==> src/rtl/cache_ctrl_fsm.sv <==
`default_nettype none
// +----------------------------------------------------------------------------+
// | Module   : cache_ctrl_fsm                                                  |
// | Purpose  : Control FSM for a 2-way write-back/write-allocate L1 cache.     |
// | Revision : 1.0 - initial release                                           |
// +----------------------------------------------------------------------------+
module cache_ctrl_fsm #(
    parameter int cnt_w = 16
) (
    input  logic             clk,
    input  logic             rst,
    input  logic             cpu_read_i,
    input  logic             cpu_write_i,
    output logic             cpu_resp_o,
    input  logic             mem_resp_i,
    output logic             mem_read_o,
    output logic             mem_write_o,
    input  logic             _hit,
    input  logic             tag0_comp,
    input  logic             tag1_comp,
    input  logic             lru_dataout,
    input  logic             valid0_dataout,
    input  logic             valid1_dataout,
    input  logic             dirty0_dataout,
    input  logic             dirty1_dataout,
    output logic             arr_read,
    output logic             tag0_load,
    output logic             tag1_load,
    output logic             lru_load,
    output logic             dirty0_load,
    output logic             dirty1_load,
    output logic             valid0_load,
    output logic             valid1_load,
    output logic             lru_datain,
    output logic             dirty0_datain,
    output logic             dirty1_datain,
    output logic             valid0_datain,
    output logic             valid1_datain,
    output logic [1:0]       data0_write_en_mux_sel,
    output logic [1:0]       data1_write_en_mux_sel,
    output logic [1:0]       data_out_mux_sel,
    output logic [1:0]       data0_datain_mux_sel,
    output logic [1:0]       data1_datain_mux_sel,
    output logic [1:0]       mem_addr_mux_sel,
    output logic [cnt_w-1:0] hit_cnt_o,
    output logic [cnt_w-1:0] miss_cnt_o,
    output logic [cnt_w-1:0] wb_cnt_o
);

    localparam logic [2:0] c_st_idle      = 3'd0;
    localparam logic [2:0] c_st_check     = 3'd1;
    localparam logic [2:0] c_st_writeback = 3'd2;
    localparam logic [2:0] c_st_fill      = 3'd3;
    localparam logic [2:0] c_st_refetch   = 3'd4;

    localparam logic [1:0] c_we_zero     = 2'd0;
    localparam logic [1:0] c_we_all_ones = 2'd1;
    localparam logic [1:0] c_we_byte_en  = 2'd2;
    localparam logic [1:0] c_dout_no_hit = 2'd2;
    localparam logic [1:0] c_din_w_data  = 2'd1;
    localparam logic [1:0] c_din_r_data  = 2'd2;
    localparam logic [1:0] c_addr_cpu    = 2'd0;
    localparam logic [1:0] c_addr_tag0   = 2'd1;
    localparam logic [1:0] c_addr_tag1   = 2'd2;

    localparam logic [cnt_w-1:0] c_cnt_max = {cnt_w{1'b1}};

    logic [2:0]       r_state;
    logic [2:0]       w_state_nxt;
    logic             r_refill;
    logic             r_victim;
    logic [cnt_w-1:0] r_hit_cnt;
    logic [cnt_w-1:0] r_miss_cnt;
    logic [cnt_w-1:0] r_wb_cnt;

    logic w_hit_way;
    logic w_miss_victim;
    logic w_victim_dirty;
    logic w_hit_inc;
    logic w_miss_inc;
    logic w_wb_inc;
    logic w_fill_done;

    // Way 0 wins if both ways claim a hit; the datapath should never allow it.
    assign w_hit_way      = ~(tag0_comp & valid0_dataout);
    assign w_miss_victim  = !valid0_dataout ? 1'b0 :
                            !valid1_dataout ? 1'b1 : ~lru_dataout;
    assign w_victim_dirty = w_miss_victim ? (valid1_dataout & dirty1_dataout)
                                          : (valid0_dataout & dirty0_dataout);

    always_ff @(posedge clk) begin
        if (rst) begin
            r_state    <= c_st_idle;
            r_refill   <= 1'b0;
            r_victim   <= 1'b0;
            r_hit_cnt  <= '0;
            r_miss_cnt <= '0;
            r_wb_cnt   <= '0;
        end else begin
            r_state <= w_state_nxt;
            if (r_state == c_st_check && !_hit)
                r_victim <= w_miss_victim;
            if (w_fill_done)
                r_refill <= 1'b1;
            else if (r_state == c_st_check && _hit)
                r_refill <= 1'b0;
            if (w_hit_inc && r_hit_cnt != c_cnt_max)
                r_hit_cnt <= r_hit_cnt + 1'b1;
            if (w_miss_inc && r_miss_cnt != c_cnt_max)
                r_miss_cnt <= r_miss_cnt + 1'b1;
            if (w_wb_inc && r_wb_cnt != c_cnt_max)
                r_wb_cnt <= r_wb_cnt + 1'b1;
        end
    end

    always_comb begin
        w_state_nxt            = r_state;
        w_hit_inc              = 1'b0;
        w_miss_inc             = 1'b0;
        w_wb_inc               = 1'b0;
        w_fill_done            = 1'b0;
        cpu_resp_o             = 1'b0;
        mem_read_o             = 1'b0;
        mem_write_o            = 1'b0;
        arr_read               = 1'b1;
        tag0_load              = 1'b0;
        tag1_load              = 1'b0;
        lru_load               = 1'b0;
        dirty0_load            = 1'b0;
        dirty1_load            = 1'b0;
        valid0_load            = 1'b0;
        valid1_load            = 1'b0;
        lru_datain             = 1'b0;
        dirty0_datain          = 1'b0;
        dirty1_datain          = 1'b0;
        valid0_datain          = 1'b0;
        valid1_datain          = 1'b0;
        data0_write_en_mux_sel = c_we_zero;
        data1_write_en_mux_sel = c_we_zero;
        data_out_mux_sel       = c_dout_no_hit;
        data0_datain_mux_sel   = c_din_r_data;
        data1_datain_mux_sel   = c_din_r_data;
        mem_addr_mux_sel       = c_addr_cpu;

        case (r_state)
            c_st_idle: begin
                if (cpu_read_i || cpu_write_i)
                    w_state_nxt = c_st_check;
            end

            c_st_check: begin
                if (_hit) begin
                    cpu_resp_o       = 1'b1;
                    data_out_mux_sel = {1'b0, w_hit_way};
                    lru_load         = 1'b1;
                    lru_datain       = w_hit_way;
                    if (cpu_write_i) begin
                        if (w_hit_way) begin
                            data1_write_en_mux_sel = c_we_byte_en;
                            data1_datain_mux_sel   = c_din_w_data;
                            dirty1_load            = 1'b1;
                            dirty1_datain          = 1'b1;
                        end else begin
                            data0_write_en_mux_sel = c_we_byte_en;
                            data0_datain_mux_sel   = c_din_w_data;
                            dirty0_load            = 1'b1;
                            dirty0_datain          = 1'b1;
                        end
                    end
                    // The completing CHECK after a refill belongs to the miss.
                    w_hit_inc   = !r_refill;
                    w_state_nxt = c_st_idle;
                end else begin
                    w_miss_inc  = 1'b1;
                    w_state_nxt = w_victim_dirty ? c_st_writeback : c_st_fill;
                end
            end

            c_st_writeback: begin
                mem_write_o      = 1'b1;
                mem_addr_mux_sel = r_victim ? c_addr_tag1 : c_addr_tag0;
                data_out_mux_sel = {1'b0, r_victim};
                if (mem_resp_i) begin
                    w_wb_inc    = 1'b1;
                    w_state_nxt = c_st_fill;
                end
            end

            c_st_fill: begin
                mem_read_o = 1'b1;
                if (mem_resp_i) begin
                    w_fill_done = 1'b1;
                    if (r_victim) begin
                        data1_write_en_mux_sel = c_we_all_ones;
                        tag1_load              = 1'b1;
                        valid1_load            = 1'b1;
                        valid1_datain          = 1'b1;
                        dirty1_load            = 1'b1;
                    end else begin
                        data0_write_en_mux_sel = c_we_all_ones;
                        tag0_load              = 1'b1;
                        valid0_load            = 1'b1;
                        valid0_datain          = 1'b1;
                        dirty0_load            = 1'b1;
                    end
                    w_state_nxt = c_st_refetch;
                end
            end

            c_st_refetch: begin
                w_state_nxt = c_st_check;
            end

            default: begin
                w_state_nxt = c_st_idle;
            end
        endcase
    end

    assign hit_cnt_o  = r_hit_cnt;
    assign miss_cnt_o = r_miss_cnt;
    assign wb_cnt_o   = r_wb_cnt;

endmodule
`default_nettype wire

==> config.mk <==
export PLATFORM = sky130hd
export DESIGN_NAME = cache_ctrl_fsm
export DESIGN_NICKNAME = d
export VERILOG_FILES = /design/src/rtl/cache_ctrl_fsm.sv
export SDC_FILE = /design/constraint.sdc
export NUM_CORES = 1
export LEC_CHECK = 0
export ABC_AREA = 1
export CAP_MARGIN = 20
export CORE_ASPECT_RATIO = 0.75
export CORE_MARGIN = 5
export CORE_UTILIZATION = 30
export DETAILED_ROUTE_END_ITERATION = 16
export GPL_ROUTABILITY_DRIVEN = 0
export PLACE_DENSITY_LB_ADDON = 0.1
export REMOVE_ABC_BUFFERS = 1
export SLEW_MARGIN = 10
export SYNTH_ARGS = -nofsm -noshare
export SYNTH_HDL_FRONTEND = slang
export SYNTH_SLANG_ARGS = --single-unit
==> constraint.sdc <==
create_clock -name clk -period 3.5 [get_ports clk]
set_input_delay 0.35 -clock clk [delete_from_list [all_inputs] [get_ports clk]]
set_output_delay 0.35 -clock clk [all_outputs]
set_load 0.05 [all_outputs]
# Word-level counts from Yosys, hierarchy flattened
# Index checks and enable logic that the tools add are counted.
# Widths: inputs -> output; s select.
[totals]
word_cells = 99
in_bits = 13
reg_bits = 53
output_inout_bits = 76
[classes]
eq_ne = 10
muxes = 64
n_addsub = 3
bitwise_logic = 5
reduce_logical = 11
[op_table]
columns = ["operator", "count"]
rows = [
  ["$add 16x1->16 const B", 3],
  ["$ne 16x16->1 const B", 3],
  ["$mux 1", 37],
  ["$mux 2", 18],
  ["$pmux 3 s5", 1],
  ["$pmux 2 s2", 3],
  ["$mux 3", 3],
  ["$eq 3x2->1 const B", 2],
  ["$ne 2x2->1 const B", 3],
  ["$logic_and 1x1->1", 5],
  ["$pmux 1 s2", 2],
  ["$and 1x1->1", 3],
  ["$eq 3x1->1 const B", 1],
  ["$eq 3x3->1 const B", 1],
  ["$logic_not 3->1", 1],
  ["$reduce_and 3->1", 1],
  ["$logic_not 1->1", 2],
  ["$not 1->1", 2],
  ["$reduce_bool 2->1", 1],
  ["$logic_or 1x1->1", 1],
]

# Depth between registers and ports, before layout
# Gate-level depths: netlist of the first run.
[depth]
word_depth = 7
ltp_mapped = 9
ltp_nobuf = 9

# Worst setup path before layout of the first run
# Ideal clock, no wire load.
[synth_path]
path_kind = "register -> output"
from = "register r_state[1]"
to = "output dirty1_load"
n_path_buf = 0
path_stages_with_launch = 8
arrival_time_ns = 3.423
required_ns = 3.150
slack_ns = -0.273
path_cell_list = "dfxtp_1 -> inv_2 -> nand3_2 -> nor2_1 -> nand2_1 -> nor2_1 -> inv_1 -> o21ai_0"
[synth_between]
elab_chain_cells = 2
elab_cells_between_ends = 3
[synth_rtl]
columns = ["item", "line", "rtl"]
rows = [
  ["from (decl)", "68", "logic [2:0] r_state;"],
  ["from (signal assigned)", "93", "r_state <= c_st_idle;"],
  ["from (signal assigned)", "100", "r_state <= w_state_nxt;"],
  ["$eq 3x2->1 / $eq 3x1->1 (equally long branches)", "145", "case (r_state)"],
  ["$pmux 1 s2 *", "145", ""],
  ["to (decl)", "31", "output logic dirty1_load,"],
]
# Every way passes the cells marked *; elsewhere a longest branch is shown, timed or not.

# Worst setup path after layout of the first run
[layout_path]
from = "input _hit"
to = "output dirty1_load"
[layout_between]
elab_chain_cells = 2
[layout_rtl]
columns = ["item", "line", "rtl"]
rows = [
  ["from (decl)", "18", "input logic _hit,"],
  ["$mux 1", "152", "if (_hit) begin"],
  ["$pmux 1 s2", "145", ""],
]
# No other way between the ends.

==> results of run 1 <==
==> cell type report <==
cell class	count	area share (%)
clock buffers	7	3.11
clock inverters	1	0.176
inverters	42	3.69
multi-input cells	401	44.0
flip-flops and latches	53	24.9
well taps	136	3.99
repair buffers	87	20.2
==> kinds of logic after synthesis <==
family / synth area share, %
flip-flops: 32.8
XOR/XNOR: 5.69
AO/OA/AOI/OAI: 11.5
other: 0.116
AND/OR/NAND/NOR: 39.6
adder cells (fa/ha/maj): 1.16
buffers and inverters: 9.10
==> where the power goes <==
group	switching [mW]	internal [mW]
clock network	0.229	0.267
logic	0.189	0.0755
registers	0.0173	0.615
==> metrics by stage <==
stage | power, mW | hold slack, ps | instance area [um2] | setup slack (ps) | TNS [ps]
CTS | 1.42 | 506 | 4270 | 591 | 0
floorplan | 0.813 | 419 | 3100 | -1760 | -11250
global placement | 0.913 | 496 | 4130 | 639 | 0
detailed placement | 0.914 | 496 | 4130 | 598 | 0
global route | 1.46 | 523 | 4270 | 451 | 0
finish | 1.39 | 500 | 4270 | 628 | 0
==> worst register-to-register path, delay by kind of cell, from the launching register on <==
| family | cells | cell delay, ps |
|---|---|---|
| and+or+nand+nor | 3 | 410 |
| buffers and inverters | 1 | 100 |
| adders and majority gates | 1 | 300 |
| AOI/OAI and AO/OA | 2 | 750 |
| DFF | 1 | 460 |
==> cell usage in the layout, fill, tap and decap left out <==
cell             count
nand2_1            172
clkdlybuf4s50_1     85
nor2_1              71
dfxtp_1             53
a21oi_1             48
inv_1               38
nand3_1             34
o21ai_0             18
nand4_1             14
xnor2_1             13
xor2_1               8
nand2_2              5
clkbuf_16            5
inv_2                3
nor3_1               3
nor2_2               3
ha_1                 3
clkbuf_1             2
nand3_2              1
nor2_4               1
o21ai_4              1
o211a_1              1
nor3_4               1
clkinv_1             1
o21ai_2              1
and2_1               1
a211oi_1             1
conb_1               1
clkinvlp_4           1
buf_2                1
buf_4                1
==> per-layer routing <==
| layer | track usage [%] | routed length, um | vias up |
|---|---|---|---|
| li1 | - | - | 1792 |
| met1 | 20.3 | 4740 | 1511 |
| met2 | 21.0 | 3750 | 72 |
| met3 | 3.19 | 594 | 5 |
| met4 | 3.12 | 64 | 0 |
| met5 | 0 | 0 | - |
==> worst max-delay path by stage <==
stage,start,end,slack [ps],depth (start not counted)
after floorplan,r_state[1],dirty1_load,-1760,7
after global placement,_hit,dirty1_load,640,8
after detailed placement,_hit,dirty1_load,600,8
after CTS,_hit,dirty1_load,590,8
after global routing,_hit,dirty0_load,450,8
final,_hit,dirty1_load,630,8
==> registers in the layout, summed over array words and instances (netlist names) <==
name and flops:
hit_cnt_o 16, miss_cnt_o 16, r_refill 1, r_state 3, r_victim 1, wb_cnt_o 16
==> summary.md, run 1 <==
| Metric | Value |
|---|---|
| Status | complete, no violations |
| Vias in the first global route | 3045 |
| Top post-synthesis cells by area | dfxtp_1 33%, nand2_1 20%, nor2_1 8.2% |
| Peak supply drop | 0.158 mV |
| #FFs+latches synth | 53 |
| Critical path type | input pin to primary output |
| Post-CTS Setup Bufs | 0 |
| Post-DP HPWL | 6660 um |
| First-pass detailed-route iteration total | 4 |
| Top cells by count, synth | 172 x nand2_1, 71 x nor2_1, 53 x dfxtp_1, 48 x a21oi_1, 38 x inv_1 |
| Post-synth EDFFs | 0 |
| Routed wire length | 9140 um |
| Cts repair resizes | 0 |
| Tightest Pin Transition | 678 ps |
| Max cap viols | 0 |
| Capture point of the worst reg-to-reg path | miss_cnt_o[8] |
| FF+latch area | 1060 um2 |
| Ys Warns | 0 |
| IO buf count | 86 |
| CP endpoint kind | primary output |
| Vias per inst | 4.65 |
| Reg2Reg Setup Slack | 1410 ps |
| Clock Latency Late Sink | 290 ps |
| Multi-input logic area | 1880 um2 |
| Area grow syn2layout | 32.1% |
| Syn Inst Count | 516 |
| CP required | 3150 ps |
| CTS tree | yes |
| Post-route clock period utilization | 82.1% |
| Final hold vios | 0 |
| Final clock skew | 7.92 ps |
| Post-synthesis cell type count | 30 |
| Sinks on Clock Net | 53 |
| CP max-delay cell | clkdlybuf4s50_1 |
| Worst hold path startpoint | r_refill |
| Hold Crit Depth | 2 |
| N_diodes | 0 |
| Slew Viols, Final | 0 |
| Pwr/cell area | 326 nW/um2 |
| Hold Path Class | flip-flop to flip-flop |
| Mean Syn Cell Area | 6.26 um2 |
| Buf/Inv on CP | 4 |
| Relative slew slack | 54.8% |
| Dominant cell type by area after synthesis | dfxtp_1 |
| Antenna Nets Post-Route | 0 |
| Clk root buf | clkbuf_16 |
| LEAKAGE | 1.42 nW |
| 1st-iter DRT viols | 143 |
| Clock buffer depth | 2 |
| RSZ-0062 raised after global routing | no |
| Hold path endpoint | r_refill |
| Critical-path cell list | clkdlybuf4s50_1 > inv_1 > nor2_1 > nand2_1 > nor2_1 > inv_1 > o21ai_0 > clkdlybuf4s50_1 |
| Fmax | 0.348 GHz |
| IO Pins | 89 |
| FILL cells | 1129 |
| Final Setup Violations | 0 |
| Worst r2r src | miss_cnt_o[0] |
| Chip Height | 99.9 um |
| Startpoint Class | input pin |
| H-tree levels | 2 |
| Worst Reg-to-Reg Cells | 7 |
| Initial antenna violation count | 0 |
| Ratio of cells with drive above 1 in the final layout | 4.06% |
| Fin crit period | 2870 ps |
| Total track usage | 13.9% |
| Synth top area share | 32.8% |
| CP max stage delay | 830 ps |
| Total gr overflow | 0 |
| Count leader, synth | nand2_1 |
| Placed insts | 719 |
| Crit-path leading delay family | buffers and inverters |
| First-pass GRT wire length | 14900 um |
| Vias | 3380 |
| CTS buffer count | 5 |
| Fin nets | 606 |
| Most used DFF post-synth | dfxtp_1 |
| Clock slew at reported path FFs | 70 ps |
| Sequential element share of the synthesized area | 32.8% |
| Mapped cell area | 3230 um2 |
| Fraction of registers with async set/reset | 0% |
| Rows | 32 |
| Largest net degree at the start of global routing | 27 |
| Non-filler instance count after layout | 727 |
| Hold buffer count at CTS | 0 |
| WP data arrival | 2520 ps |
| Die Area | 13000 um2 |
| DR WL/cell | 12.6 um |
| Initial core utilization | 31.0% |
| # DRC | 0 |
| Worst-path fanout max | 5 |
| Fin util | 41.0% |
| Die width | 130 um |
| Core footprint | 10400 um2 |
No activity file was read; power rests on OpenSTA's default activity.
==> inputs of run 2 (changes only) <==
==> constraint.sdc (replaced) <==
create_clock -name clk -period 2.65 [get_ports clk]
set_input_delay 0.265 -clock clk [delete_from_list [all_inputs] [get_ports clk]]
set_output_delay 0.265 -clock clk [all_outputs]
set_load 0.05 [all_outputs]
==> summary.md, run 2 (same netlist as run 1, synthesis figures left out) <==
| Metric | Value |
|---|---|
| Status | complete, no violations (unchanged) |
| Clk root buf | clkbuf_16 (unchanged) |
| Initial core utilization | 31.0% (unchanged) |
| Hold Crit Depth | 2 (unchanged) |
| Critical path type | flip-flop to primary output (was input pin to primary output) |
| Placed insts | 723 (was 719) |
| Tightest Pin Transition | 663 ps (was 678 ps) |
| Reg2Reg Setup Slack | 580 ps (was 1410 ps) |
| Startpoint Class | flip-flop (was input pin) |
| Post-DP HPWL | 6680 um (was 6660 um) |
| # DRC | 0 (unchanged) |
| CTS tree | yes (unchanged) |
| CP required | 2380 ps (was 3150 ps) |
| Non-filler instance count after layout | 731 (was 727) |
| Rows | 32 (unchanged) |
| Commonest non-fill, non-tap cell in the layout | nand2_1 (unchanged) |
| Relative slew slack | 55.8% (was 54.8%) |
| LEAKAGE | 1.64 nW (was 1.42 nW) |
| Chip Height | 99.9 um (unchanged) |
| Initial antenna violation count | 0 (unchanged) |
| Fin crit period | 2310 ps |
| Total track usage | 13.8% (was 13.9%) |
| Clock buffer depth | 2 (unchanged) |
| Worst hold margin | 469 ps (was 500 ps) |
| CP endpoint kind | primary output (unchanged) |
| Routed wire length | 9080 um (was 9140 um) |
| Pre-CTS setup slack | 361 ps (was 598 ps) |
| RSZ-0062 raised after global routing | no (unchanged) |
| Worst setup margin | 344 ps (was 628 ps) |
| Hold path endpoint | miss_cnt_o[0] (was r_refill) |
| H-tree levels | 2 (unchanged) |
| Max cap viols | 0 (unchanged) |
| Post-route cell area | 4380 um2 (was 4270 um2) |
| CTS buffer count | 5 (unchanged) |
| Capture point of the worst reg-to-reg path | miss_cnt_o[5] (was miss_cnt_o[8]) |
| WP data arrival | 2040 ps (was 2520 ps) |
| Ratio of cells with drive above 1 in the final layout | 7.06% (was 4.06%) |
| Final Setup Violations | 0 (unchanged) |
| Core footprint | 10400 um2 (unchanged) |
| Critical path origin | r_state[0] (was _hit) |
| Vias | 3401 (was 3380) |
| Worst Reg-to-Reg Cells | 7 (unchanged) |
| First-pass detailed-route iteration total | 7 (was 4) |
| Pwr/cell area | 449 nW/um2 (was 326 nW/um2) |
| Worst-path fanout max | 6 (was 5) |
| Slew Viols, Final | 0 (unchanged) |
| Final clock skew | 7.35 ps (was 7.92 ps) |
| Most frequent cells in the layout | 172 x nand2_1, 71 x nor2_1, 65 x clkdlybuf4s50_1, 53 x dfxtp_1, 48 x a21oi_1 (was 172 x nand2_1, 85 x clkdlybuf4s50_1, 71 x nor2_1, 53 x dfxtp_1, 48 x a21oi_1) |
| Largest net degree at the start of global routing | 28 (was 27) |
| IO buf count | 86 (unchanged) |
| Area grow syn2layout | 35.6% (was 32.1%) |
| Final hold vios | 0 (unchanged) |
| Fmax | 0.434 GHz |
| Worst r2r src | miss_cnt_o[0] (unchanged) |
| Clock Latency Late Sink | 300 ps (was 290 ps) |
| DR WL/cell | 12.4 um (was 12.6 um) |
| Vias per inst | 4.65 (about the same) |
| Setup TNS | 0 ps (unchanged) |
| Antenna Nets Post-Route | 0 (unchanged) |
| Die Area | 13000 um2 (unchanged) |
| Placed Area | 4190 um2 (was 4130 um2) |
| Vias in the first global route | 3074 (was 3045) |
| Worst hold path startpoint | rst (was r_refill) |
| First-pass GRT wire length | 15000 um (was 14900 um) |
| Fin nets | 610 (was 606) |
| Sinks on Clock Net | 53 (unchanged) |
| Hold buffer count at CTS | 0 (unchanged) |
| Die width | 130 um (unchanged) |
| N_diodes | 0 (unchanged) |
| Peak supply drop | 0.318 mV (was 0.158 mV) |
| IO Pins | 89 (unchanged) |
| 1st-iter DRT viols | 177 (was 143) |
| Hold Path Class | input pin to flip-flop (was flip-flop to flip-flop) |
| Clock slew at reported path FFs | 70 ps (about the same) |
| Total gr overflow | 0 (unchanged) |
| Post-route clock period utilization | 87.0% |
-- run 2: cell count changes in the layout (fill, tap and decap cells not counted), sizes merged --
cell           previous run  this run
clkbuf                    7         5
dlymetal6s2s              0         8
clkinv                    1         2
clkdlybuf4s50            85        65
buf                       2        18
bufinv                    0         1
-- run 2: cell type report --
type	count	area, um2
clock buffers	5	125
clock inverters	3	46.3
fillers	1111	6030
inverters	42	158
multi-input cells	401	1880
flip-flops and latches	53	1060
well taps	136	170
repair buffers	91	946
-- run 2: metrics by stage --
step           total power, mW  util (%)
2_1_floorplan             1.07         -
3_3_place_gp              1.22      40.3
3_5_place_dp              1.22      40.3
4_1_cts                   2.00      41.9
5_1_grt                   2.05      42.1
6_report                  1.97      42.1
-- run 2: per-layer routing --
layer / part of all wire, % / routed length, um / global-route usage (%)
met5: 0 / 0 / 0
met4: 0.58 / 53 / 2.64
met1: 53 / 4840 / 20.9
met2: 40 / 3660 / 20.1
met3: 5.8 / 523 / 2.98
-- run 2: timing repair --
item                                   CTS  global route
endpoints found under the hold margin    0             0
gates resized for setup                  0             8
buffers inserted                         0             0
setup endpoints to repair                0             8
-- run 2: power by group --
group | switching, mW | total (mW) | internal, mW
clock network | 0.320 | 0.768 | 0.448
registers | 0.0233 | 0.836 | 0.813
logic | 0.254 | 0.362 | 0.108
-- run 2: worst max-delay path, stage by stage (launching register included) --
cell and delay [ps]:
dfxtp_1 390, inv_1 70, nand3_1 260, inv_1 100, nor2_1 120, clkdlybuf4s50_1 810
-- run 2: worst max path at each step --
stage	to	slack [ps]	depth (start not counted)
2_1_floorplan	dirty1_load	-2520	7
3_3_place_gp	valid0_load	410	5
3_5_place_dp	valid1_load	360	5
4_1_cts	valid1_load	30	5
5_1_grt	data_out_mux_sel[1]	230	5
6_report	data_out_mux_sel[1]	340	5
==> inputs of run 3 (changes only) <==
--- a/config.mk
+++ b/config.mk
@@ -12,6 +12,7 @@
 export CORE_UTILIZATION = 30
 export DETAILED_ROUTE_END_ITERATION = 16
 export GPL_ROUTABILITY_DRIVEN = 0
+export GPL_TIMING_DRIVEN = 0
 export PLACE_DENSITY_LB_ADDON = 0.1
 export REMOVE_ABC_BUFFERS = 1
 export SLEW_MARGIN = 10
==> summary.md, run 3 (same netlist as run 1, synthesis figures left out) <==
| Metric | Value |
|---|---|
| Status | complete, no violations (unchanged) |
| Most frequent cells in the layout | 172 x nand2_1, 71 x nor2_1, 68 x clkdlybuf4s50_1, 53 x dfxtp_1, 48 x a21oi_1 (was 172 x nand2_1, 71 x nor2_1, 65 x clkdlybuf4s50_1, 53 x dfxtp_1, 48 x a21oi_1) |
| Worst-path fanout max | 5 (was 6) |
| Fmax | 0.401 GHz (was 0.434 GHz) |
| CP endpoint kind | primary output (unchanged) |
| # DRC | 0 (unchanged) |
| Antenna Nets Post-Route | 0 (unchanged) |
| Startpoint Class | input pin (was flip-flop) |
| Worst hold margin | 408 ps (was 469 ps) |
| 1st-iter DRT viols | 198 (was 177) |
| Relative slew slack | 56.0% (was 55.8%) |
| Routed wire length | 8960 um (was 9080 um) |
| Final Setup Violations | 0 (unchanged) |
| Core footprint | 10400 um2 (unchanged) |
| WP data arrival | 2230 ps (was 2040 ps) |
| DR WL/cell | 12.3 um (was 12.4 um) |
| Setup TNS | 0 ps (unchanged) |
| Die width | 130 um (unchanged) |
| Total track usage | 13.5% (was 13.8%) |
| Peak supply drop | 0.232 mV (was 0.318 mV) |
| Fin crit period | 2490 ps (was 2310 ps) |
| Max cap viols | 0 (unchanged) |
| Clock Latency Late Sink | 290 ps (was 300 ps) |
| Largest net degree at the start of global routing | 32 (was 28) |
| Critical path type | input pin to primary output (was flip-flop to primary output) |
| LEAKAGE | 1.59 nW (was 1.64 nW) |
| RSZ-0062 raised after global routing | no (unchanged) |
| CP required | 2380 ps (about the same) |
| Fin nets | 606 (was 610) |
| Slew Viols, Final | 0 (unchanged) |
| CTS tree | yes (unchanged) |
| Vias | 3327 (was 3401) |
| Vias per inst | 4.58 (was 4.65) |
| Multi-input logic area | 1880 um2 (unchanged) |
| CP max-delay cell | clkdlybuf4s50_1 (unchanged) |
| Clk root buf | clkbuf_16 (unchanged) |
| Final clock skew | 4.34 ps (was 7.35 ps) |
| First-pass detailed-route iteration total | 4 (was 7) |
| First-pass GRT wire length | 14500 um (was 15000 um) |
| Die Area | 13000 um2 (unchanged) |
| FILL cells | 1114 (was 1111) |
| IO buf count | 86 (unchanged) |
| Post-route clock period utilization | 94.0% (was 87.0%) |
| Initial antenna violation count | 0 (unchanged) |
| Post-DP HPWL | 6600 um (was 6680 um) |
| Area grow syn2layout | 34.2% (was 35.6%) |
| Final hold vios | 0 (unchanged) |
| Clock slew at reported path FFs | 70 ps (about the same) |
| H-tree levels | 2 (unchanged) |
| Hold Path Class | input pin to flip-flop (unchanged) |
| Ratio of cells with drive above 1 in the final layout | 4.40% (was 7.06%) |
| Pwr/cell area | 467 nW/um2 (was 449 nW/um2) |
| Tightest Pin Transition | 659 ps (was 663 ps) |
| Rows | 32 (unchanged) |
| Total gr overflow | 0 (unchanged) |
| Initial core utilization | 31.0% (unchanged) |
| FF+latch area | 1060 um2 (unchanged) |
| Commonest non-fill, non-tap cell in the layout | nand2_1 (unchanged) |
| Power, Total | 2.02 mW (was 1.97 mW) |
| CP max stage delay | 810 ps (about the same) |
| Fin util | 41.7% (was 42.1%) |
| CTS buffer count | 5 (unchanged) |
| Chip Height | 99.9 um (unchanged) |
| Vias in the first global route | 2939 (was 3074) |
| N_diodes | 0 (unchanged) |
| Clock buffer depth | 2 (unchanged) |
| Critical-path cell list | clkdlybuf4s50_1 > inv_1 > nor2_1 > nand2_1 > nor2_1 > clkdlybuf4s50_1 (was inv_1 > nand3_1 > inv_1 > nor2_1 > clkdlybuf4s50_1) |
| Sinks on Clock Net | 53 (unchanged) |
| IO Pins | 89 (unchanged) |
==> run 3: changes by cell type in the layout (fill, tap and decap cells not counted), sizes merged <==
cell,before,now
dlymetal6s2s,8,7
bufinv,1,2
clkdlybuf4s50,65,68
clkinvlp,1,0
dlygate4sd2,0,10
buf,18,2
==> run 3: cell type report <==
type                    instances  share of cell area [%]
clock buffers                   5                    2.89
clock inverters                 3                    1.50
well taps                     136                    3.92
repair buffers                 87                    20.3
flip-flops and latches         53                    24.5
inverters                      42                    3.64
multi-input cells             401                    43.3
==> run 3: critical path: cells and delay by family <==
| kind | cells | cell delay, ps |
|---|---|---|
| buffers and inverters | 3 | 1400 |
| AND/OR/NAND/NOR | 3 | 570 |
==> run 3: layer usage <==
metal | vias up | wire (um) | global-route usage [%]
met5 | - | 0 | 0
met4 | 0 | 59 | 2.64
met3 | 4 | 550 | 3.19
met2 | 71 | 3760 | 20.4
met1 | 1469 | 4590 | 19.7
li1 | 1783 | - | -
==> run 3: power by group <==
group          switching (mW)  internal (mW)
sequential             0.0220          0.813
combinational           0.249         0.0987
clock                   0.301          0.540
total                   0.572           1.45
==> run 3: per-stage QoR <==
step	instances	setup WS (ps)	area (um2)
floorplan	496	-2520	3100
global placement	718	-339	4130
detailed placement	719	-126	4140
CTS	727	5.48	4320
global route	727	11.3	4340
finish	727	158	4340
==> run 3: worst paths after layout <==
| path | startpoint | to | slack [ps] | cells after the start |
|---|---|---|---|---|
| max | _hit | data1_write_en_mux_sel[1] | 160 | 6 |
| min | rst | miss_cnt_o[3] | 410 | 2 |
| max reg2reg | wb_cnt_o[0] | wb_cnt_o[10] | 580 | 8 |
| min reg2reg | r_refill | r_refill | 510 | 2 |
==> run 3: what timing repair did <==
| item | 4_1_cts | 5_1_grt |
|---|---|---|
| endpoints found under the setup margin | 10 | 7 |
| gates resized for setup | 10 | 7 |
| hold buffers | 0 | 0 |
| setup buffers | 0 | 0 |
